===== src/rtl/freq_pkg.sv =====
// Shared definitions for the frequency display stage.
//   - segment codes (active-low, bit0..6 = a..g, bit7 = dp)
//   - conversion FSM state type
//   - helpers: BCD digit -> segment code, and a constant power-of-ten
package freq_pkg;

    localparam logic [7:0] SEG_BLANK = 8'hFF;
    localparam logic [7:0] SEG_DASH  = 8'hBF;   // segment g only

    typedef enum logic [1:0] {
        IDLE   = 2'd0,
        SHIFT  = 2'd1,
        COMMIT = 2'd2
    } conv_state_t;

    // Active-low codes for 0-9 with dp off; anything else blanks.
    function automatic logic [7:0] seg_code(input logic [3:0] nib);
        case (nib)
            4'd0:    seg_code = 8'hC0;
            4'd1:    seg_code = 8'hF9;
            4'd2:    seg_code = 8'hA4;
            4'd3:    seg_code = 8'hB0;
            4'd4:    seg_code = 8'h99;
            4'd5:    seg_code = 8'h92;
            4'd6:    seg_code = 8'h82;
            4'd7:    seg_code = 8'hF8;
            4'd8:    seg_code = 8'h80;
            4'd9:    seg_code = 8'h90;
            default: seg_code = SEG_BLANK;
        endcase
    endfunction

    // Elaboration-time 10**n; used for the out-of-range threshold.
    function automatic logic [63:0] pow10(input int n);
        logic [63:0] p;
        p = 64'd1;
        for (int i = 0; i < n; i++) p = p * 64'd10;
        return p;
    endfunction

endpackage


===== src/rtl/seg7_decode.sv =====
// Combinational BCD digit to active-low 7-segment decoder.
//   bcd   in  4  digit value 0-9 (codes above 9 show blank)
//   blank in  1  force all segments off (leading-zero blanking)
//   seg   out 8  bit0..6 = a..g, bit7 = dp, active-low
module seg7_decode
    import freq_pkg::*;
(
    input  logic [3:0] bcd,
    input  logic       blank,
    output logic [7:0] seg
);

    assign seg = blank ? SEG_BLANK : seg_code(bcd);

endmodule


===== src/rtl/freq_display_scan.sv =====
// Display stage for the gated frequency counter: buffers each completed
// count, converts it to BCD with a sequential shift-add-3 engine, and scans
// an active-low multi-digit 7-segment display with leading-zero blanking
// and dashes for out-of-range values.
//   clck        in   1        system clock, rising edge
//   rst_n       in   1        asynchronous active-low reset
//   count_in    in   COUNT_W  completed gate count, sampled when count_valid=1
//   count_valid in   1        one-cycle pulse marking a new count
//   digit       out  8        digit enables, active-low, bit i = digit i
//   segment     out  8        a..g + dp, active-low; dp always off
//   busy        out  1        conversion engine not idle
//   overflow    out  1        displayed value is out of range (dashes)
module freq_display_scan
    import freq_pkg::*;
#(
    parameter int COUNT_W    = 27,
    parameter int NUM_DIGITS = 8,
    parameter int SCAN_DIV   = 50000
) (
    input  logic               clck,
    input  logic               rst_n,
    input  logic [COUNT_W-1:0] count_in,
    input  logic               count_valid,
    output logic [7:0]         digit,
    output logic [7:0]         segment,
    output logic               busy,
    output logic               overflow
);

    localparam int          BCD_W = 4 * NUM_DIGITS;
    localparam int          BC_W  = $clog2(COUNT_W);
    localparam int          PS_W  = $clog2(SCAN_DIV);
    localparam logic [63:0] LIMIT = pow10(NUM_DIGITS);

    // Pending input buffer
    logic               pend_val;
    logic [COUNT_W-1:0] pend_cnt;

    // Conversion engine
    conv_state_t        state, state_next;
    logic [COUNT_W-1:0] shift_reg;
    logic [BCD_W-1:0]   bcd, bcd_adj;
    logic [BC_W-1:0]    bit_cnt;
    logic               ovf_t;
    logic               load;
    logic               last_bit;

    // Display registers and scan
    logic [BCD_W-1:0]   disp_bcd;
    logic               disp_ovf;
    logic [PS_W-1:0]    presc;
    logic [2:0]         scan_idx;
    logic [3:0]         cur_nib;
    logic               cur_blank;
    logic [7:0]         dec_seg;

    assign load     = (state == IDLE) && pend_val;
    assign last_bit = (bit_cnt == BC_W'(COUNT_W - 1));
    assign busy     = (state != IDLE);
    assign overflow = disp_ovf;

    // A new valid always wins over consumption so a same-cycle pulse re-arms.
    // NOTE: all clocked state uses non-blocking (<=) so every register sees
    // the pre-edge values of the others, independent of statement order.
    always_ff @(posedge clck or negedge rst_n) begin
        if (!rst_n) begin
            pend_val <= 1'b0;
            pend_cnt <= '0;
        end else if (count_valid) begin
            pend_val <= 1'b1;
            pend_cnt <= count_in;
        end else if (load) begin
            pend_val <= 1'b0;
        end
    end

    always_ff @(posedge clck or negedge rst_n) begin
        if (!rst_n) state <= IDLE;
        else        state <= state_next;
    end

    // NOTE: every signal assigned in always_comb gets a default first, so no
    // path leaves it unassigned and no latch is inferred.
    always_comb begin
        state_next = state;
        case (state)
            IDLE:    if (pend_val) state_next = SHIFT;
            SHIFT:   if (last_bit) state_next = COMMIT;
            COMMIT:  state_next = IDLE;
            default: state_next = IDLE;
        endcase
    end

    // Add 3 to every nibble >= 5 before each shift (double dabble).
    always_comb begin
        bcd_adj = bcd;
        for (int i = 0; i < NUM_DIGITS; i++) begin
            if (bcd[4*i +: 4] >= 4'd5) bcd_adj[4*i +: 4] = bcd[4*i +: 4] + 4'd3;
        end
    end

    always_ff @(posedge clck or negedge rst_n) begin
        if (!rst_n) begin
            shift_reg <= '0;
            bcd       <= '0;
            bit_cnt   <= '0;
            ovf_t     <= 1'b0;
            disp_bcd  <= '0;
            disp_ovf  <= 1'b0;
        end else begin
            if (load) begin
                shift_reg <= pend_cnt;
                bcd       <= '0;
                bit_cnt   <= '0;
                ovf_t     <= ({{(64-COUNT_W){1'b0}}, pend_cnt} >= LIMIT);
            end else if (state == SHIFT) begin
                bcd       <= {bcd_adj[BCD_W-2:0], shift_reg[COUNT_W-1]};
                shift_reg <= shift_reg << 1;
                bit_cnt   <= bit_cnt + 1'b1;
            end
            // Display regs change only here, so a partial result is never shown.
            if (state == COMMIT) begin
                disp_bcd <= bcd;
                disp_ovf <= ovf_t;
            end
        end
    end

    always_ff @(posedge clck or negedge rst_n) begin
        if (!rst_n) begin
            presc    <= '0;
            scan_idx <= '0;
        end else if (presc == PS_W'(SCAN_DIV - 1)) begin
            presc    <= '0;
            scan_idx <= (scan_idx == 3'(NUM_DIGITS - 1)) ? 3'd0 : scan_idx + 3'd1;
        end else begin
            presc <= presc + 1'b1;
        end
    end

    // Select the current nibble and decide leading-zero blanking: digit i>0
    // blanks when it and every more significant nibble are zero.
    always_comb begin
        logic lead_zero;
        cur_nib   = 4'd0;
        cur_blank = 1'b0;
        lead_zero = 1'b1;
        for (int i = NUM_DIGITS - 1; i >= 0; i--) begin
            lead_zero = lead_zero && (disp_bcd[4*i +: 4] == 4'd0);
            if (3'(i) == scan_idx) begin
                cur_nib   = disp_bcd[4*i +: 4];
                cur_blank = lead_zero && (i != 0);
            end
        end
    end

    seg7_decode u_dec (
        .bcd   (cur_nib),
        .blank (cur_blank),
        .seg   (dec_seg)
    );

    // Outputs are registered one cycle behind the index/data. The first
    // prescaler count of each index drives all digits off to avoid ghosting.
    always_ff @(posedge clck or negedge rst_n) begin
        if (!rst_n) begin
            digit   <= 8'hFF;
            segment <= SEG_BLANK;
        end else begin
            digit   <= (presc == '0) ? 8'hFF : ~(8'b1 << scan_idx);
            segment <= disp_ovf ? SEG_DASH : dec_seg;
        end
    end

endmodule


===== config.mk =====
export PLATFORM = sky130hd
export DESIGN_NAME = freq_display_scan
export DESIGN_NICKNAME = d
export VERILOG_FILES = /design/src/rtl/freq_pkg.sv /design/src/rtl/seg7_decode.sv /design/src/rtl/freq_display_scan.sv
export SDC_FILE = /design/constraint.sdc
export NUM_CORES = 1
export LEC_CHECK = 0
export ABC_AREA = 1
export ABC_CLOCK_PERIOD_IN_PS = 5900
export CORE_MARGIN = 1.5
export CORE_UTILIZATION = 35
export CTS_BUF_LIST = sky130_fd_sc_hd__clkbuf_8
export DETAILED_ROUTE_END_ITERATION = 12
export HOLD_SLACK_MARGIN = 0.02
export PLACE_DENSITY = 0.49
export SYNTH_ARGS = -nofsm -noshare
export SYNTH_HDL_FRONTEND = slang
export SYNTH_SLANG_ARGS = --single-unit

===== constraint.sdc =====
create_clock -name clck -period 5.9 [get_ports clck]
set_input_delay 1.18 -clock clck [delete_from_list [all_inputs] [get_ports clck]]
set_output_delay 1.18 -clock clck [all_outputs]
set_load 0.02 [all_outputs]

==> impl_metrics.yaml <==
placement:
  hpwl_mm: 11.2
  port_buffers: 46
  place_congestion: 0.754
drt:
  avgViaCountPerCell: 4.67
  drcViolationCount: 0
  drt_wl_total_mm: 16.3
  via_count: 5962
  ant_nets: 0
  dr.pass1.iters: 4
  dr.first_iter.drc_count: 321
  post_drt_wl_per_cell_um: 12.7
worst_setup_path:
  path_cells: "nor2_1, inv_1, clkdlybuf4s50_1"
  rrSetupSlack_ns: 3.48
  worst_r2r_endpoint: "segment[3]$_DFF_PN1_"
  rr_startpoint: "scan_idx[0]$_DFFE_PN0N_"
  reg2regPathDepth: 19
  worstSetupStartpointType: "flop"
  required_ns: 4.72
  crit_path_max_fanout: 3
  critical_path_arrival_ns: 1.72
  slowest_stage: "clkdlybuf4s50_1"
  slowest_delay_ns: 0.55
  crit_type: "reg2out"
  endpoint_kind: "primary output"
synthesis:
  yosys.area.top_type: "dfrtp_1"
  synth_top_area_share_pct: 46.9
  ys_warn_count: 0
  synth_top_flop_cell: "dfrtp_1"
  synthDistinctLibCells: 39
  synth-edff-count: 0
  yosys-top-cells-count: "nand2_1, dfrtp_1, inv_1"
  postSynthAreaPerCell_um2: 8.34
  synth_area_leaders: "dfrtp_1, nand2_1, inv_1, o21ai_0, dfstp_2"
  netlist_area_um2: 7840
  synth_most_common_cell: "nand2_1"
  synth-seq-cells: 162
  syn-instance-count: 940
  synth_nets: 997
  synthArstFlopShare_pct: 100
  synth-seq-area-share_pct: 51.9
pwr:
  power.density_nw_per_um2: 337
  total_power_mw: 3.04
  power.leakage_nw: 4.35
  vdd_drop_max_mv: 0.147
final_layout:
  seqCellArea_um2: 4070
  diodes: 0
  multi_input_area_um2: 3100
  largestRegisters: "bcd x32, disp_bcd x32"
  drive_gt1_share_pct: 7.72
  layout.nets: 1042
  fillers: 2251
  area_growth_pct: 14.9
global_routing:
  grt_pass1_wl_mm: 28.8
  grt_max_degree: 67
  grt_pass1_vias: 5966
  gr-usage-all-layers_pct: 14.9
  gr-total-overflow: 0
  antenna_found_initial: 0
timing:
  setup_viol: 0
  hold_violations: 0
  layout_min_cycle_time_ns: 2.90
  skew_ns: 0.0209
  relSlewSlack_pct: 29.0
  rsz0062_at_grt: "false"
  worst_pin_slew_ns: 1.06
  final.setup.tns_ns: 0
  min_period_over_period_pct: 49.2
  fmax_ghz: 0.345
  drv_slew: 0
die:
  core_um2: 21900
  die_x_um: 153
  die_y_um: 153
  dieArea_um2: 23300
  floorplan.initialDensity_pct: 35.8
  ioPinCount: 48
  rows: 54
outcome:
  status: "completed"
cts:
  ctsResizeCount: 0
  cts-hold-fix-buffers: 0
  htree_levels: 4
  cts.clk_slew.worst_paths_ns: 0.11
  cts_root_buffer: "clkbuf_8"
  cts_tree: "yes"
  clockBufferDepth: 2
  cts_num_sinks: 162
  postCtsSetupBuffers: 0
  cts_inserted_buffers: 17
  clkLatencyLatePin_ns: 0.47
job:
  drv_cap: 0
min_path:
  min_delay_worst_endpoint: "pend_cnt[1]$_DFFE_PN0P_"
  hp-class: "reg2reg"
  holdPathStages: 2
  worstHoldStart: "pend_cnt[1]$_DFFE_PN0P_"
## logic make-up (layout without fill, tap and decap cells)
| logic type | after synthesis | count (layout) | share of synthesized area (%) |
|---|---|---|---|
| adders and majority gates | 27 | 27 | 4.31 |
| other | 1 | 1 | 0.0478 |
| buffers and inverters | 174 | 232 | 8.51 |
| AOI/OAI and AO/OA | 168 | 168 | 12.9 |
| xor gates and xnor gates | 11 | 11 | 1.23 |
| and+or+nand+nor | 397 | 397 | 21.1 |
| DFF | 162 | 162 | 51.9 |
## worst max path at each step
stage | startpoint | to | slack (ns) | depth (start not counted)
6_report | state[1]$_DFFE_PN0P_ | busy | 3.00 | 3
5_1_grt | state[1]$_DFFE_PN0P_ | busy | 2.89 | 3
4_1_cts | state[1]$_DFFE_PN0P_ | busy | 2.98 | 3
3_5_place_dp | count_valid | pend_val$_DFFE_PN0P_ | 3.16 | 4
3_3_place_gp | count_valid | pend_val$_DFFE_PN0P_ | 3.20 | 4
2_1_floorplan | scan_idx[0]$_DFFE_PN0N_ | segment[3]$_DFF_PN1_ | 3.70 | 19
## power by group
group / switching, mW / internal, mW
Combinational: 0.441 / 0.295
Clock: 0.485 / 0.364
Sequential: 0.127 / 1.32
## area by class of cell
type                            instances  area share [%]
Sequential cell                       162            45.2
Multi-Input combinational cell        604            34.4
Inverter                              147            6.18
Timing Repair Buffer                   53            5.71
Tap cell                              280            3.89
Clock buffer                           17            2.60
Clock inverter                         15            1.97
## worst max-delay path: cells and delay by family (launching register included)
kind                   cells  cell delay (ns)
buffers and inverters      2             0.65
DFF                        1             0.41
and+or+nand+nor            1             0.21
## placed cells by master, fill, tap and decap left out, drive strengths merged, types with 6 or more instances in the layout
| cell | n |
|---|---|
| a21oi | 11 |
| buf | 8 |
| clkbuf | 17 |
| clkdlybuf4s50 | 45 |
| dfrtp | 147 |
| dfstp | 15 |
| ha | 27 |
| inv | 156 |
| nand2 | 266 |
| nand3 | 44 |
| nand4 | 8 |
| nor2 | 63 |
| nor3 | 6 |
| nor4 | 6 |
| o211ai | 7 |
| o21ai | 101 |
| o221ai | 20 |
| o22ai | 14 |
| o32ai | 8 |
| xor2 | 11 |
## metrics by stage
stage	cells	setup slack [ns]	hold slack, ns	instance area, µm²	utilization, %
after floorplan	940	3.70	0.442	7840	-
after global placement	1246	3.20	0.459	8600	39.3
after detailed placement	1246	3.16	0.460	8600	39.3
after CTS	1278	2.98	0.488	9010	41.2
after global routing	1278	2.89	0.529	9010	41.2
final	1278	3.00	0.482	9010	41.2
## layer usage
metal | global-route usage [%] | up-vias | routed length (µm)
li1 | - | 3125 | -
met1 | 20.1 | 2740 | 8320
met5 | 0 | - | 0
met4 | 3.80 | 0 | 159
met3 | 3.53 | 11 | 523
met2 | 24.3 | 86 | 7260
(Power assumes the default switching activity.)
